<file path="config.mk">
export PLATFORM = sky130hd
export DESIGN_NAME = instr_fetch_unit
export DESIGN_NICKNAME = d
export VERILOG_FILES = /design/src/rtl/core_pkg.sv /design/src/rtl/instr_fetch_unit_pc_reg.sv /design/src/rtl/instr_fetch_unit.sv
export SDC_FILE = /design/constraint.sdc
export NUM_CORES = 1
export LEC_CHECK = 0
export ABC_AREA = 1
export CAP_MARGIN = 20
export CORE_MARGIN = 8
export CORE_UTILIZATION = 50
export CTS_CLUSTER_DIAMETER = 200
export DETAILED_ROUTE_END_ITERATION = 16
export GPL_TIMING_DRIVEN = 0
export PLACE_DENSITY = 0.85
export SYNTH_ARGS = -nofsm -noshare
export SYNTH_HDL_FRONTEND = slang
export SYNTH_SLANG_ARGS = --single-unit
</file>
<file path="constraint.sdc">
create_clock -name clk -period 3.42 [get_ports clk]
set_input_delay 0.684 -clock clk [delete_from_list [all_inputs] [get_ports clk]]
set_output_delay 0.684 -clock clk [all_outputs]
set_load 0.03 [all_outputs]
</file>
<file path="src/rtl/core_pkg.sv">
// Shared core definitions: widths, the fetch FSM encoding, the NOP word and the base
// opcodes that the fetch, sign-extend and control blocks all agree on.
package core_pkg;

    localparam int XLEN = 64;
    localparam int ILEN = 32;

    localparam logic [31:0] NOP_INSTR = 32'h0000_0013;

    typedef enum logic [2:0] {
        S_REQ   = 3'd0,
        S_WAIT  = 3'd1,
        S_HOLD  = 3'd2,
        S_DRAIN = 3'd3,
        S_FAULT = 3'd4
    } fetch_state_t;

    localparam logic [6:0] OPC_LOAD      = 7'h03;
    localparam logic [6:0] OPC_OP_IMM    = 7'h13;
    localparam logic [6:0] OPC_AUIPC     = 7'h17;
    localparam logic [6:0] OPC_OP_IMM_32 = 7'h1B;
    localparam logic [6:0] OPC_STORE     = 7'h23;
    localparam logic [6:0] OPC_OP        = 7'h33;
    localparam logic [6:0] OPC_LUI       = 7'h37;
    localparam logic [6:0] OPC_OP_32     = 7'h3B;
    localparam logic [6:0] OPC_BRANCH    = 7'h63;
    localparam logic [6:0] OPC_JALR      = 7'h67;
    localparam logic [6:0] OPC_JAL       = 7'h6F;
    localparam logic [6:0] OPC_SYSTEM    = 7'h73;

    // Instruction fetch targets must be word aligned; only the two low bits matter.
    function automatic logic is_word_aligned(input logic [1:0] addr_lsb);
        return (addr_lsb == 2'b00);
    endfunction

endpackage

</file>
<file path="src/rtl/instr_fetch_unit_pc_reg.sv">
// Program counter register: async reset to RESET_PC, load wins over increment-by-4.
module pc_reg #(
    parameter int              XLEN     = 64,
    parameter logic [XLEN-1:0] RESET_PC = {XLEN{1'b0}}
) (
    input  logic            clk,
    input  logic            rst_n,
    input  logic            load_i,
    input  logic [XLEN-1:0] load_val_i,
    input  logic            inc_i,
    output logic [XLEN-1:0] pc_o
);

    logic [XLEN-1:0] pc_q;
    logic [XLEN-1:0] pc_d;

    // Next PC selection; the increment wraps naturally at 2^XLEN.
    always_comb begin
        pc_d = pc_q;
        if (load_i) begin
            pc_d = load_val_i;
        end else if (inc_i) begin
            pc_d = pc_q + {{(XLEN-3){1'b0}}, 3'b100};
        end else begin
            pc_d = pc_q;
        end
    end

    // PC storage.
    always_ff @(posedge clk or negedge rst_n) begin
        if (!rst_n) begin
            pc_q <= RESET_PC;
        end else begin
            pc_q <= pc_d;
        end
    end

    assign pc_o = pc_q;

endmodule

</file>
<file path="src/rtl/instr_fetch_unit.sv">
// Fetch stage: owns the PC, issues word reads to instruction memory, latches the IR,
// and handles redirects (including discarding in-flight responses) and misaligned targets.
module instr_fetch_unit
    import core_pkg::*;
#(
    parameter logic [63:0] RESET_PC = 64'h0,
    parameter int          XLEN     = 64,
    parameter int          ILEN     = 32
) (
    input  logic            clk,
    input  logic            rst_n,
    output logic            imem_req_valid,
    input  logic            imem_req_ready,
    output logic [XLEN-1:0] imem_addr,
    input  logic            imem_rsp_valid,
    input  logic [ILEN-1:0] imem_rsp_data,
    output logic            ir_valid,
    input  logic            ir_ready,
    output logic [ILEN-1:0] ir,
    output logic [XLEN-1:0] ir_pc,
    output logic [6:0]      opcode,
    output logic [4:0]      rd,
    output logic [2:0]      funct3,
    output logic [4:0]      rs1,
    output logic [4:0]      rs2,
    output logic [6:0]      funct7,
    input  logic            redirect_valid,
    input  logic [XLEN-1:0] redirect_pc,
    output logic            fetch_misalign
);

    fetch_state_t    state_q;
    fetch_state_t    state_d;
    logic [XLEN-1:0] pc_s;
    logic            pc_load_s;
    logic            pc_inc_s;
    logic            ir_load_s;
    logic            handshake_s;
    logic            req_valid_q;
    logic            ir_valid_q;
    logic            misalign_q;
    logic [ILEN-1:0] ir_q;
    logic [XLEN-1:0] ir_pc_q;

    pc_reg #(
        .XLEN     (XLEN),
        .RESET_PC (RESET_PC[XLEN-1:0])
    ) u_pc_reg (
        .clk        (clk),
        .rst_n      (rst_n),
        .load_i     (pc_load_s),
        .load_val_i (redirect_pc),
        .inc_i      (pc_inc_s),
        .pc_o       (pc_s)
    );

    assign handshake_s = req_valid_q & imem_req_ready;

    // Next-state logic; a redirect overrides every other event in the same cycle.
    always_comb begin
        state_d   = state_q;
        pc_load_s = 1'b0;
        pc_inc_s  = 1'b0;
        ir_load_s = 1'b0;
        if (redirect_valid) begin
            pc_load_s = 1'b1;
            if (!is_word_aligned(redirect_pc[1:0])) begin
                state_d = S_FAULT;
            end else begin
                case (state_q)
                    S_REQ:   state_d = handshake_s ? S_DRAIN : S_REQ;
                    S_WAIT:  state_d = imem_rsp_valid ? S_REQ : S_DRAIN;
                    S_HOLD:  state_d = S_REQ;
                    S_DRAIN: state_d = imem_rsp_valid ? S_REQ : S_DRAIN;
                    S_FAULT: state_d = S_REQ;
                    default: state_d = S_REQ;
                endcase
            end
        end else begin
            case (state_q)
                S_REQ: begin
                    state_d = handshake_s ? S_WAIT : S_REQ;
                end
                S_WAIT: begin
                    if (imem_rsp_valid) begin
                        ir_load_s = 1'b1;
                        pc_inc_s  = 1'b1;
                        state_d   = S_HOLD;
                    end else begin
                        state_d   = S_WAIT;
                    end
                end
                S_HOLD:  state_d = ir_ready ? S_REQ : S_HOLD;
                S_DRAIN: state_d = imem_rsp_valid ? S_REQ : S_DRAIN;
                S_FAULT: state_d = S_FAULT;
                default: state_d = S_REQ;
            endcase
        end
    end

    // State and registered status outputs, all decoded from the next state.
    always_ff @(posedge clk or negedge rst_n) begin
        if (!rst_n) begin
            state_q     <= S_REQ;
            req_valid_q <= 1'b0;
            ir_valid_q  <= 1'b0;
            misalign_q  <= 1'b0;
        end else begin
            state_q     <= state_d;
            req_valid_q <= (state_d == S_REQ);
            ir_valid_q  <= (state_d == S_HOLD);
            misalign_q  <= (state_d == S_FAULT);
        end
    end

    // Instruction register and the PC it was fetched from.
    always_ff @(posedge clk or negedge rst_n) begin
        if (!rst_n) begin
            ir_q    <= NOP_INSTR;
            ir_pc_q <= {XLEN{1'b0}};
        end else if (ir_load_s) begin
            ir_q    <= imem_rsp_data;
            ir_pc_q <= pc_s;
        end else begin
            ir_q    <= ir_q;
            ir_pc_q <= ir_pc_q;
        end
    end

    assign imem_req_valid = req_valid_q;
    assign imem_addr      = pc_s;
    assign ir_valid       = ir_valid_q;
    assign ir             = ir_q;
    assign ir_pc          = ir_pc_q;
    assign fetch_misalign = misalign_q;

    assign opcode = ir_q[6:0];
    assign rd     = ir_q[11:7];
    assign funct3 = ir_q[14:12];
    assign rs1    = ir_q[19:15];
    assign rs2    = ir_q[24:20];
    assign funct7 = ir_q[31:25];

endmodule

</file>
==> impl_metrics.ini <==
[setup_path]
r2r_cells = 10
rrSetupSlack_ps = 1360
critical-path-max-stage-delay_ps = 630
crit_required_ps = 3730
worstReg2RegEnd = u_pc_reg.pc_o[58]$_DFFE_PN0N_
critPathTopFamily = buffers and inverters
worstReg2RegStart = u_pc_reg.pc_o[3]$_DFFE_PN0N_
crit_chain = clkdlybuf4s50_1 > inv_1 > nor2_1 > nand3_2 > nand2_1 > clkbuf_1 > o21ai_0 > nand3b_1
cp_num_buf_inv = 3
end_kind = register
cp_slowest_cell = clkbuf_1
worstSetupStartpointType = primary input
criticalPathCategory = primary input to register
critical_path_arrival_ps = 2760
critPathMaxFanout = 10

[status]
status = completed

[yosys]
synth_area_leaders = dfrtp_1 45%, nand2_1 16%, nor2_1 6.4%, inv_1 5.1%, nand3_1 4.5%
yosysWarnings = 0
synth_top_area_share_pct = 45.2
ys_seq_area_share_pct = 46.1
synth_edf_count = 0
syn_area_um2 = 9030
synth_ff_type = dfrtp_1
yosysTopAreaCell = dfrtp_1
async_flop_share_pct = 100
syn-num-nets = 1338
syn_inst = 1235
syn_avg_cell_area_um2 = 7.31
ys_ff_latch = 166
ys_types = 34

[finish]
multi_input_area_um2 = 3950
layout.nets = 1653
n_fill_cell = 1468
layout.cells.non_filler = 1793
fin_util_pct = 72.2
drive_above_1_share_pct = 8.96
seqCellArea_um2 = 4160
synthToLayoutAreaGrowth_pct = 42.6

[clock_tree]
clk_latency_ps = 430
cts_root_buf = clkbuf_16
holdBufCountCts = 0
htree_num_levels = 4
cts_tree = built
clkSinkCount = 166
cts.clk_slew.worst_paths_ps = 70
numCtsBuffers = 17
cts_resized = 0
postCtsSetupBuffers = 0
cts_buffer_depth = 2

[grt]
grt_pass1_vias = 9537
grt_pass1_wl_um = 55300
busiest_layer = met2
grt_use_met2_pct = 52.0
grt_antenna_before_repair = 1
grt_usage_pct = 32.0
met3_usage_pct = 6.34
grt_util_met1_pct = 41.6
overflow = 0
grt_max_degree = 105

[sta]
period_share_pct = 71.5
rsz0062_at_grt = no
skew_ps = 11.5
fmax_mhz = 409
setup_viol = 0
relSlewSlack_pct = 38.3
drv_slew = 0
hold_violations = 0
worst_slew_pin_slew_ps = 926
setup_slack_ps = 975
final.min_clock_period_ps = 2440

[placement]
dp.cells = 1760
hpwl_um = 28300
io_buffers = 295
pre_cts_slack_ps = 610
place_congestion = 0.997

[power]
p_leak_nw = 5.81
ir_drop_uv = 354
powerDensity_nw_per_um2 = 524
finalPower_w = 0.00675

[floorplanning]
die_w_um = 150
fp-row-count = 49
die_y_um = 150
initial_core_util_pct = 50.6
core_um2 = 17800
die_area_um2 = 22600
ios = 297

[route]
vias_per_cell = 5.48
drc = 0
dr.pass1.iters = 5
antenna_left = 0
drt_iter0_drc = 900
wl_per_cell_um = 20.2
vias = 9818
wl_um = 36200

[run]
drv_cap = 0

[worst_hold_path]
hold_path_class = primary input to asynchronous set/reset pin
[synth_stat cells, types with 2 or more instances]
master and n:
o21a_1 4, nor2_2 11, nor3_1 2, nor2_4 8, nand3_2 2, dfstp_2 3
nand2_2 14, o221ai_1 4, nand3b_1 13, o21ai_0 57, o211ai_1 9, clkbuf_1 12
dfrtp_1 163, nand2_1 392, buf_4 34, nand3_1 81, inv_1 123, buf_2 30
nor2_1 155, o2111ai_1 2, o21ai_1 61, inv_2 3, a31oi_1 2, nand4_1 32
xor2_1 7, o21bai_1 3
[worst reg2reg max path, delay by kind of cell (launching register included)]
kind / cells / cell delay (ps)
simple gates: 8 / 1070
fa+ha+maj: 1 / 320
buf+inv: 1 / 60
flops: 1 / 490
[through the flow]
step / cell area [um^2] / setup TNS (ps) / hold slack (ps)
finish: 12900 / 0 / 166
global route: 12900 / 0 / 208
CTS: 12900 / 0 / 193
detailed placement: 12300 / 0 / 465
global placement: 12300 / -874700 / 455
floorplan: 9030 / 0 / 388
[cells by family after synthesis]
family / Yosys count / share of synthesized area, %
simple gates: 713 / 34.0
flops: 166 / 46.1
fa+ha+maj: 1 / 0.139
buf+inv: 202 / 10.2
xor+xnor: 8 / 0.776
compound gates: 145 / 8.80
[cells in the final DEF, fill, tap and decap left out, drive strengths merged, types with 2 or more instances in the layout]
master	netlist	routed
a31oi	2	2
buf	64	66
clkbuf	12	32
clkdlybuf4s50	0	294
clkinv	0	5
dfrtp	163	163
dfstp	3	3
inv	126	131
nand2	407	407
nand3	83	83
nand3b	13	13
nand4	32	32
nor2	175	175
nor3	2	2
o2111ai	2	2
o211ai	9	9
o21a	4	4
o21ai	118	118
o21bai	3	3
o221ai	4	4
xor2	7	7
[power breakdown]
| group | leakage [nW] | switching (W) | internal (W) |
|---|---|---|---|
| clock | 0.283 | 0.000849 | 0.00105 |
| sequential | 2.14 | 0.000265 | 0.00226 |
| combinational | 3.39 | 0.00135 | 0.000970 |
[worst max path at each step]
stage	start	endpoint	slack [ps]	cells after the start
floorplan	u_pc_reg.pc_o[3]$_DFFE_PN0N_	u_pc_reg.pc_o[52]$_DFFE_PN0N_	1630	10
global placement	rst_n	ir_pc[39]$_DFFE_PN0P_	-5320	1
detailed placement	imem_rsp_valid	u_pc_reg.pc_o[34]$_DFFE_PN0N_	610	8
CTS	ir[1]$_DFFE_PN1P_	opcode[1]	990	2
global route	imem_rsp_valid	u_pc_reg.pc_o[34]$_DFFE_PN0N_	900	8
finish	imem_rsp_valid	u_pc_reg.pc_o[34]$_DFFE_PN0N_	980	8
[per-layer routing]
| metal | routed length, um | vias up |
|---|---|---|
| met2 | 17000 | 494 |
| li1 | - | 4533 |
| met1 | 14800 | 4709 |
| met4 | 1170 | 0 |
| met3 | 3340 | 82 |
| met5 | 0 | - |
[cell type report]
cell class              count  area share (%)
multi-input cells         867            30.7
well taps                 229            2.23
inverters                 126            3.67
flip-flops and latches    166            32.3
clock inverters            12           0.904
repair buffers            296            23.2
diodes                      1          0.0194
plain buffers              76            3.50
clock buffers              20            3.55
[registers in the layout, summed over array words and instances (netlist names)]
signal	flops
ir_pc	64
imem_req_valid	1
u_pc_reg.pc_o	64
state_q	3
ir	32
fetch_misalign	1
ir_valid	1
Power figures use the tool's default switching activity.
